[config.mk]
export PLATFORM = sky130hd
export DESIGN_NAME = bus_arbiter_flat
export DESIGN_NICKNAME = d
export VERILOG_FILES = /design/src/rtl/bus_pkg.sv /design/src/rtl/bus_arbiter_if.sv /design/src/rtl/rr_arbiter.sv /design/src/rtl/bus_arbiter.sv /design/src/flat_wrapper.sv
export SDC_FILE = /design/constraint.sdc
export NUM_CORES = 1
export LEC_CHECK = 0
export CORE_UTILIZATION = 50
export DETAILED_ROUTE_END_ITERATION = 12
export PLACE_DENSITY_LB_ADDON = 0.08
export SLEW_MARGIN = 15
export SYNTH_ARGS = -nofsm -noshare
export SYNTH_HDL_FRONTEND = slang
export SYNTH_SLANG_ARGS = --single-unit
[constraint.sdc]
create_clock -name clk -period 2.9 [get_ports clk]
set_clock_uncertainty 0.15 [all_clocks]
set_input_delay 0.58 -clock clk [delete_from_list [all_inputs] [get_ports clk]]
set_output_delay 0.58 -clock clk [all_outputs]
set_load 0.005 [all_outputs]
[src/rtl/bus_pkg.sv]
// Shared types and defaults for the serial system bus arbiter.
package bus_pkg;

  localparam int MASTER_NO_DEF = 2;
  localparam int SLAVE_NO_DEF  = 3;
  // Fixed-width slave index so the split entry can live in the package.
  // This width allows up to 256 slaves.
  localparam int SLAVE_IDX_W   = 8;

  typedef enum logic [1:0] {
    IDLE  = 2'd0,
    GRANT = 2'd1,
    BUSY  = 2'd2
  } arb_state_t;

  typedef struct packed {
    logic                   valid;
    logic [SLAVE_IDX_W-1:0] slave_idx;
  } split_entry_t;

endpackage

[src/rtl/bus_arbiter_if.sv]
// Master-port handshake and slave split/resume signals around the arbiter.
// The master modport is the arbiter's side. The slave modport is the side
// that drives requests and split/resume pulses.
interface bus_arbiter_if
  import bus_pkg::*;
#(
  parameter int MASTER_NO = MASTER_NO_DEF,
  parameter int SLAVE_NO  = SLAVE_NO_DEF
) ();
  localparam int IW = $clog2(MASTER_NO);

  logic [MASTER_NO-1:0] bus_req;
  logic [MASTER_NO-1:0] bus_util;
  logic [SLAVE_NO-1:0]  slave_split;
  logic [SLAVE_NO-1:0]  slave_resume;
  logic [MASTER_NO-1:0] bus_grant;
  logic [MASTER_NO-1:0] split_en;
  logic [IW-1:0]        m_sel;
  logic                 bus_busy;

  modport master (
    input  bus_req, bus_util, slave_split, slave_resume,
    output bus_grant, split_en, m_sel, bus_busy
  );

  modport slave (
    output bus_req, bus_util, slave_split, slave_resume,
    input  bus_grant, split_en, m_sel, bus_busy
  );
endinterface

[src/rtl/rr_arbiter.sv]
// Combinational round-robin picker: the first requester at or after ptr wins.
module rr_arbiter #(
  parameter int N = 2,
  localparam int IW = $clog2(N)
) (
  input  logic [N-1:0]  req,
  input  logic [IW-1:0] ptr,
  output logic [N-1:0]  gnt,
  output logic [IW-1:0] idx,
  output logic          any
);
  always_comb begin
    idx = '0;
    any = 1'b0;
    // Walk offsets from farthest to nearest, so the nearest requester writes last and wins.
    for (int i = N - 1; i >= 0; i--) begin
      if (req[(int'(ptr) + i) % N]) begin
        any = 1'b1;
        idx = IW'((int'(ptr) + i) % N);
      end
    end
    gnt = '0;
    if (any) gnt[idx] = 1'b1;
  end
endmodule

[src/rtl/bus_arbiter.sv]
// Round-robin bus arbiter with an unused-grant timeout and split/resume tracking.
//   state | meaning
//   IDLE  | no grant
//   GRANT | granted, waiting for bus_util
//   BUSY  | transaction in progress
module bus_arbiter
  import bus_pkg::*;
#(
  parameter int MASTER_NO     = MASTER_NO_DEF,
  parameter int SLAVE_NO      = SLAVE_NO_DEF,
  parameter int GRANT_TIMEOUT = 16
) (
  input logic             clk,
  input logic             rst_n,
  bus_arbiter_if.master   bus
);
  localparam int IW = $clog2(MASTER_NO);
  localparam int CW = $clog2(GRANT_TIMEOUT + 1);
  localparam logic [CW-1:0] CNT_MAX = CW'(GRANT_TIMEOUT);

  arb_state_t           state_q, state_d;
  logic [MASTER_NO-1:0] grant_q, grant_d;
  logic [IW-1:0]        m_sel_q, m_sel_d;
  logic [IW-1:0]        rr_ptr_q, rr_ptr_d;
  logic [CW-1:0]        cnt_q, cnt_d, cnt_inc;
  logic [MASTER_NO-1:0] resumed_q, resumed_d;
  split_entry_t         tbl_q [MASTER_NO];
  split_entry_t         tbl_d [MASTER_NO];

  logic [MASTER_NO-1:0] pending, eligible, rr_gnt;
  logic [IW-1:0]        rr_idx, res_idx;
  logic                 rr_any, res_hit, split_hit;
  logic [SLAVE_IDX_W-1:0] split_idx;

  always_comb begin
    for (int m = 0; m < MASTER_NO; m++) pending[m] = tbl_q[m].valid;
  end

  assign eligible = (bus.bus_req & ~pending) | resumed_q;

  rr_arbiter #(.N(MASTER_NO)) u_rr (
    .req (eligible),
    .ptr (rr_ptr_q),
    .gnt (rr_gnt),
    .idx (rr_idx),
    .any (rr_any)
  );

  always_comb begin
    res_hit   = 1'b0;
    res_idx   = '0;
    split_hit = 1'b0;
    split_idx = '0;
    for (int m = MASTER_NO - 1; m >= 0; m--) begin
      if (resumed_q[m]) begin
        res_hit = 1'b1;
        res_idx = IW'(m);
      end
    end
    for (int s = SLAVE_NO - 1; s >= 0; s--) begin
      if (bus.slave_split[s]) begin
        split_hit = 1'b1;
        split_idx = SLAVE_IDX_W'(s);
      end
    end
  end

  assign cnt_inc = (cnt_q == CNT_MAX) ? cnt_q : cnt_q + 1'b1;

  always_comb begin
    state_d   = state_q;
    grant_d   = grant_q;
    m_sel_d   = m_sel_q;
    rr_ptr_d  = rr_ptr_q;
    cnt_d     = cnt_q;
    resumed_d = resumed_q;
    tbl_d     = tbl_q;

    // Resumes are applied before splits, so a split in the same cycle can take a freed entry.
    for (int m = 0; m < MASTER_NO; m++) begin
      for (int s = 0; s < SLAVE_NO; s++) begin
        if (tbl_q[m].valid && bus.slave_resume[s] &&
            tbl_q[m].slave_idx == SLAVE_IDX_W'(s)) begin
          tbl_d[m]     = '0;
          resumed_d[m] = 1'b1;
        end
      end
    end

    unique case (state_q)
      IDLE: begin
        if (res_hit) begin
          state_d          = GRANT;
          grant_d          = '0;
          grant_d[res_idx] = 1'b1;
          m_sel_d          = res_idx;
          cnt_d            = '0;
          resumed_d[res_idx] = 1'b0;
        end else if (rr_any) begin
          state_d           = GRANT;
          grant_d           = rr_gnt;
          m_sel_d           = rr_idx;
          cnt_d             = '0;
          resumed_d[rr_idx] = 1'b0;
        end
      end
      GRANT: begin
        if (bus.bus_util[m_sel_q]) begin
          state_d = BUSY;
        end else if (!bus.bus_req[m_sel_q] || cnt_inc == CNT_MAX) begin
          state_d = IDLE;
        end else begin
          cnt_d = cnt_inc;
        end
      end
      BUSY: begin
        if (split_hit) begin
          tbl_d[m_sel_q] = '{valid: 1'b1, slave_idx: split_idx};
          state_d        = IDLE;
        end else if (!bus.bus_util[m_sel_q]) begin
          state_d = IDLE;
        end
      end
      default: state_d = IDLE;
    endcase

    if (state_q != IDLE && state_d == IDLE) begin
      grant_d  = '0;
      rr_ptr_d = (m_sel_q == IW'(MASTER_NO - 1)) ? '0 : m_sel_q + 1'b1;
    end
  end

  always_ff @(posedge clk or negedge rst_n) begin
    if (!rst_n) begin
      state_q   <= IDLE;
      grant_q   <= '0;
      m_sel_q   <= '0;
      rr_ptr_q  <= '0;
      cnt_q     <= '0;
      resumed_q <= '0;
      for (int m = 0; m < MASTER_NO; m++) tbl_q[m] <= '0;
    end else begin
      state_q   <= state_d;
      grant_q   <= grant_d;
      m_sel_q   <= m_sel_d;
      rr_ptr_q  <= rr_ptr_d;
      cnt_q     <= cnt_d;
      resumed_q <= resumed_d;
      tbl_q     <= tbl_d;
    end
  end

  assign bus.bus_grant = grant_q;
  assign bus.m_sel     = m_sel_q;
  assign bus.bus_busy  = |grant_q;
  assign bus.split_en  = pending;
endmodule

[src/flat_wrapper.sv]
// flat-port wrapper written by rule: the top's interface ports become plain ports
module bus_arbiter_flat import bus_pkg::*;
#(
  parameter int MASTER_NO     = MASTER_NO_DEF,
  parameter int SLAVE_NO      = SLAVE_NO_DEF,
  parameter int GRANT_TIMEOUT = 16
)
  (clk, rst_n, bus_bus_req, bus_bus_util, bus_slave_split, bus_slave_resume, bus_bus_grant, bus_split_en, bus_m_sel, bus_bus_busy);
  bus_arbiter_if #(.MASTER_NO(MASTER_NO), .SLAVE_NO(SLAVE_NO)) bus_i ();
  input logic clk;
  input logic rst_n;
  input wire logic [$bits(bus_i.bus_req)-1:0] bus_bus_req;
  input wire logic [$bits(bus_i.bus_util)-1:0] bus_bus_util;
  input wire logic [$bits(bus_i.slave_split)-1:0] bus_slave_split;
  input wire logic [$bits(bus_i.slave_resume)-1:0] bus_slave_resume;
  output wire logic [$bits(bus_i.bus_grant)-1:0] bus_bus_grant;
  output wire logic [$bits(bus_i.split_en)-1:0] bus_split_en;
  output wire logic [$bits(bus_i.m_sel)-1:0] bus_m_sel;
  output wire logic [$bits(bus_i.bus_busy)-1:0] bus_bus_busy;
  assign bus_i.bus_req = bus_bus_req;
  assign bus_i.bus_util = bus_bus_util;
  assign bus_i.slave_split = bus_slave_split;
  assign bus_i.slave_resume = bus_slave_resume;
  assign bus_bus_grant = bus_i.bus_grant;
  assign bus_split_en = bus_i.split_en;
  assign bus_m_sel = bus_i.m_sel;
  assign bus_bus_busy = bus_i.bus_busy;
  bus_arbiter #(.MASTER_NO(MASTER_NO), .SLAVE_NO(SLAVE_NO), .GRANT_TIMEOUT(GRANT_TIMEOUT)) u_core (.clk(clk), .rst_n(rst_n), .bus(bus_i));
endmodule
# After elaboration in Yosys (flattened, before gate mapping)
# Cells that the tools add are included.
# totals
out_inout_bits,6
register_bits,31
wordCells,139
in_bits,12
# op_classes
addsub,3
reduce_logical,31
n_lt_le_gt_ge,9
n_bitwise,9
muxes,66
n_eq_ne,11
# ops
cell,n
$mux 9,7
$mux 18,2
$mux 2,16
$mux 1,30
$mux 5,5
$bwmux 18,1
$eq 8x1->1 const B,2
$eq 8x2->1 const B,2
$logic_and 1x1->1,16
$logic_not 8->1,2
$eq 5x5->1 const B,2
$pmux 5 s2,1
$demux 9 s1,1
$lt 1x2->1 const B,4
$reduce_bool 2->1,4
$and 2x2->2,3
$not 2->2,3
$pmux 2 s3,1
$add 5x1->5 const B,1
$logic_not 2->1,2
$ne 2x2->1 const B,2
$reduce_and 2->1,2
$reduce_and 4->1,1
$lt 2x3->1 const B,1
other kinds (15),18

# Depth between registers and ports, before layout
# depth
depth_word,17
ltp_mapped,7
depth_no_buf,7

# Modules after synthesis
# From an unflattened synthesis, not the netlist that was laid out.
# unflattened
cells_unflattened,154
area_unflattened_um2,1591.5
# by_module_without_submodules
mod,seq_area_each_um2,cells_per_inst,instances,area_per_inst_um2
bus_arbiter,775.7,149,1,1559.0
rr_arbiter,0.0,5,1,32.5

# Worst setup path before layout
# No wires, ideal clock.
# synth_path
path_type,flip-flop to flip-flop
startpoint,reg u_core.cnt_q[0]
endpoint,reg u_core.rr_ptr_q
required_time_ns,2.671
period_less_slack_ns,2.111
n_path_buf,0
setup_time_ns,0.079
arrival_ns,1.882
stages_incl_launch_ff,7
setup_slack_ns,0.789
path_cell_list,dfrtp_1 ha_1 or3b_1 o211a_1 nor3b_1 nor4_4 mux2i_1
# synth_via
elab_chain_cells,9
elab_cells_between_ends,10
cone_classes,add/sub (1); eq/ne (2); mux (4); reduce/logical (3)
# synth_lines
item,line_no,text
from (decl),bus_arbiter.sv:25,"logic [CW-1:0] cnt_q, cnt_d, cnt_inc;"
from (signal assigned),bus_arbiter.sv:147,cnt_q <= cnt_d;
$add 5x1->5 / $eq 5x5->1 (equally long branches),bus_arbiter.sv:68,assign cnt_inc = (cnt_q == CNT_MAX) ? cnt_q : cnt_q + 1'b1;
$mux 5 (*),bus_arbiter.sv:68,
$eq 5x5->1 (*),bus_arbiter.sv:110,end else if (!bus.bus_req[m_sel_q] || cnt_inc == CNT_MAX) begin
$logic_or 1x1->1 (*),bus_arbiter.sv:110,
$mux 2 (*),bus_arbiter.sv:110,
$mux 2 (*),bus_arbiter.sv:108,if (bus.bus_util[m_sel_q]) begin
$pmux 2 s3 (*),bus_arbiter.sv:90,unique case (state_q)
$logic_not 2->1 (*),bus_arbiter.sv:127,if (state_q != IDLE && state_d == IDLE) begin
$logic_and 1x1->1 (*),bus_arbiter.sv:127,
to (signal assigned),bus_arbiter.sv:146,rr_ptr_q <= rr_ptr_d;
to (decl),bus_arbiter.sv:24,"logic [IW-1:0] rr_ptr_q, rr_ptr_d;"
# Every way passes the cells marked *; elsewhere a longest branch is shown, timed or not.
# A chain may end at the register's enable or synchronous reset.

# Worst setup path in the final report
# Same ends and word-level chain as after synthesis.

==> results_dict.tcl <==
set metrics [dict create \
    mostFrequentLayoutCells "dfrtp_1, clkdlybuf4s50_1, nor2_1, inv_1, and2_1" \
    cts_tree "yes" \
    setup_violations 0 \
    cts_num_sinks 31 \
    whs_ps 334 \
    grt_pass1_wl_um 5240 \
    synth_edf_count 0 \
    wl_um 3210 \
    leakagePower_nw 0.843 \
    hp-class "reg -> reg" \
    clock_latency_ps 330 \
    switching_share_pct 36.1 \
    async_reset_ff_share_pct 100 \
    antenna_found_initial 0 \
    grt_use_met2_pct 31.7 \
    die_x_um 59.9 \
    drt-initial-drc-count 60 \
    via_per_inst 5.55 \
    combPwrFrac_pct 38.1 \
    global_route.usage.met3_pct 4.98 \
    gr-max-usage-layer "met2" \
    drv_cap 0 \
    placed_cell_area_sq_um 1870 \
    clockBufferDepth 2 \
    syn_area_sq_um 1680 \
    synth.mux.area_fraction_pct 4.18 \
    rsz0062_at_grt "no" \
    synth_top_area_cell "dfrtp_1" \
    start_util_pct 53.6 \
    cts_hold_buffers 0 \
    power.density_nw_per_um2 783 \
    crit_required_ps 3000 \
    ant_nets 0 \
    min_period_ps 2400 \
    gr-total-overflow 0 \
    cts_resized 0 \
    post_drt_wl_per_cell_um 14.5 \
    vdd_drop_max_mv 0.366 \
    slew_viol_final 0 \
    clockPowerShare_pct 18.6 \
    yosys.area_share.xor_xnor_pct 1.49 \
    synth_top_area_share_pct 46.2 \
    grt_pass1_vias 1152 \
    route.detailed.drc 0 \
    path_class "reg -> reg" \
    nNetsFinal 190 \
    ios 18 \
    fmax_mhz 416 \
    synth_top_family_by_area "simple AND/OR/NAND/NOR gates" \
    final_area_sq_um 1940 \
    areaGrowthSynthToFinish_pct 15.5 \
    gp_congestion 0.851 \
    p_int_w 0.000970 \
    post_cts_buffers 0 \
    syn_area_per_cell_sq_um 10.8 \
    critPathCaptureType "flip-flop" \
    synth.distinct_cells 52 \
    startpoint_type "flip-flop" \
    root_buffer "clkbuf_4" \
    yosys_register_bits 31 \
    seq_area_frac_synth_pct 46.2 \
    row_count 20 \
    syn-instance-count 156 \
    grt_use_total_pct 20.2 \
    cts_max_level 2 \
    coreArea_sq_um 3130 \
    p_switching_w 0.000548 \
    maxSlewHeadroom_pct 63.1 \
    io_buffers 17 \
    r2r_setup_slack_ps 500 \
    status "finished, final reports clean" \
    synthAdderAreaFrac_pct 1.49 \
    sequentialPowerShare_pct 43.2 \
    ys_warn_count 0 \
    vias 1226 \
    clk_pin_slew_ps 100 \
    die_area_sq_um 3590 \
    cp_max_fo 6 \
    arrival_ps 2500 \
    synth-simple-area-share_pct 26.2 \
    grt_max_degree 32 \
    synth_compound_gate_area_share_pct 15.0 \
    netlist_top_cells_area "dfrtp_1, mux2i_1, and2_1, nand3b_1, nor2_1" \
    dr.pass1.iters 3 \
    fin_crit_sh_pct 82.9 \
    grt_use_met1_pct 26.6 \
    fp.dieH_um 59.9 \
    fin_util_pct 62.0 \
    dpl.hpwl_um 2380 \
    antenna_cells 0 \
    synth_ff_type "dfrtp_1" \
    worstMarginPinSlew_ps 540 \
    syn-num-nets 170 \
    final_layout_size_suffix_gt1_share_pct 14.1 \
    final_common_cell "dfrtp_1" \
    numCtsBuffers 5 \
    setup_tns_ps 0 \
    hold_viol_final 0 \
]
==> cell families (layout without fill, tap and decap cells) <==
logic type,Yosys count,in the layout
simple gates,67,67
compound gates,31,31
flops,31,31
buf+inv,16,37
mux,7,7
fa+ha+maj,2,2
xor+xnor,2,2
==> layer usage <==
layer / up-vias / wire length [um]
met1: 597 / 1570
met5: - / 0
li1: 603 / -
met4: 0 / 52
met3: 6 / 114
met2: 20 / 1480
==> power by group through the flow <==
stage,Sequential [W],Combinational (W),Clock (W)
2_1_floorplan,0.000598,0.000475,0
3_3_place_gp,0.000662,0.000567,0
3_5_place_dp,0.000664,0.000582,0
4_1_cts,0.000657,0.000583,0.000297
5_1_grt,0.000676,0.000646,0.000308
6_report,0.000657,0.000579,0.000283
==> through the flow <==
step,total power [W],setup slack [ps],std cells
floorplan,0.00107,789,156
global placement,0.00123,232,213
detailed placement,0.00125,166,213
CTS,0.00154,513,221
global route,0.00163,390,221
finish,0.00152,496,221
==> final timing paths <==
kind / startpoint / endpoint / depth (start not counted)
min reg2reg: u_core.tbl_q[15]$_DFF_PN0_ / u_core.tbl_q[15]$_DFF_PN0_ / 1
max in group asynchronous: rst_n / u_core.tbl_q[11]$_DFF_PN0_ / 2
max reg2reg: u_core.cnt_q[0]$_DFFE_PN0P_ / u_core.rr_ptr_q$_DFFE_PN0N_ / 6
max: u_core.cnt_q[0]$_DFFE_PN0P_ / u_core.rr_ptr_q$_DFFE_PN0N_ / 6
min in group asynchronous: rst_n / u_core.cnt_q[1]$_DFFE_PN0P_ / 2
min: u_core.tbl_q[15]$_DFF_PN0_ / u_core.tbl_q[15]$_DFF_PN0_ / 1
==> synthesized netlist by cell type, drive strengths merged, types with 3 or more instances <==
| library cell | n |
|---|---|
| dfrtp | 31 |
| nor2 | 10 |
| buf | 5 |
| a21o | 3 |
| nor4 | 4 |
| and2 | 9 |
| nor3 | 5 |
| nand2 | 5 |
| nand3 | 4 |
| a21oi | 8 |
| nor2b | 6 |
| nand3b | 5 |
| o21ai | 5 |
| nor3b | 4 |
| inv | 9 |
| mux2i | 7 |
==> sequential cells by signal, indices dropped and copies added, names as in the netlist <==
name / count
u_core.bus.bus_grant: 2
u_core.bus.m_sel: 1
u_core.bus.split_en: 2
u_core.cnt_q: 5
u_core.rr_ptr_q: 1
u_core.state_q: 2
u_core.tbl_q: 16
u_core.resumed_q: 2
==> final cells by class <==
| cell class | instances | area (sq um) |
|---|---|---|
| sequential | 31 | 776 |
| multi-input combinational | 109 | 812 |
| timing repair buffer | 20 | 193 |
| fill | 276 | 1190 |
| clock buffer | 8 | 68.8 |
| tap | 44 | 55.1 |
| inverter | 9 | 33.8 |
==> worst max-delay path, cell delays in order, from the launching register on <==
cell and delay [ps]:
dfrtp_1 490, ha_1 320, or3b_1 390, o211a_1 190
nor3b_1 190, nor4_4 380, mux2i_1 230
Power figures use the tool's default switching activity.
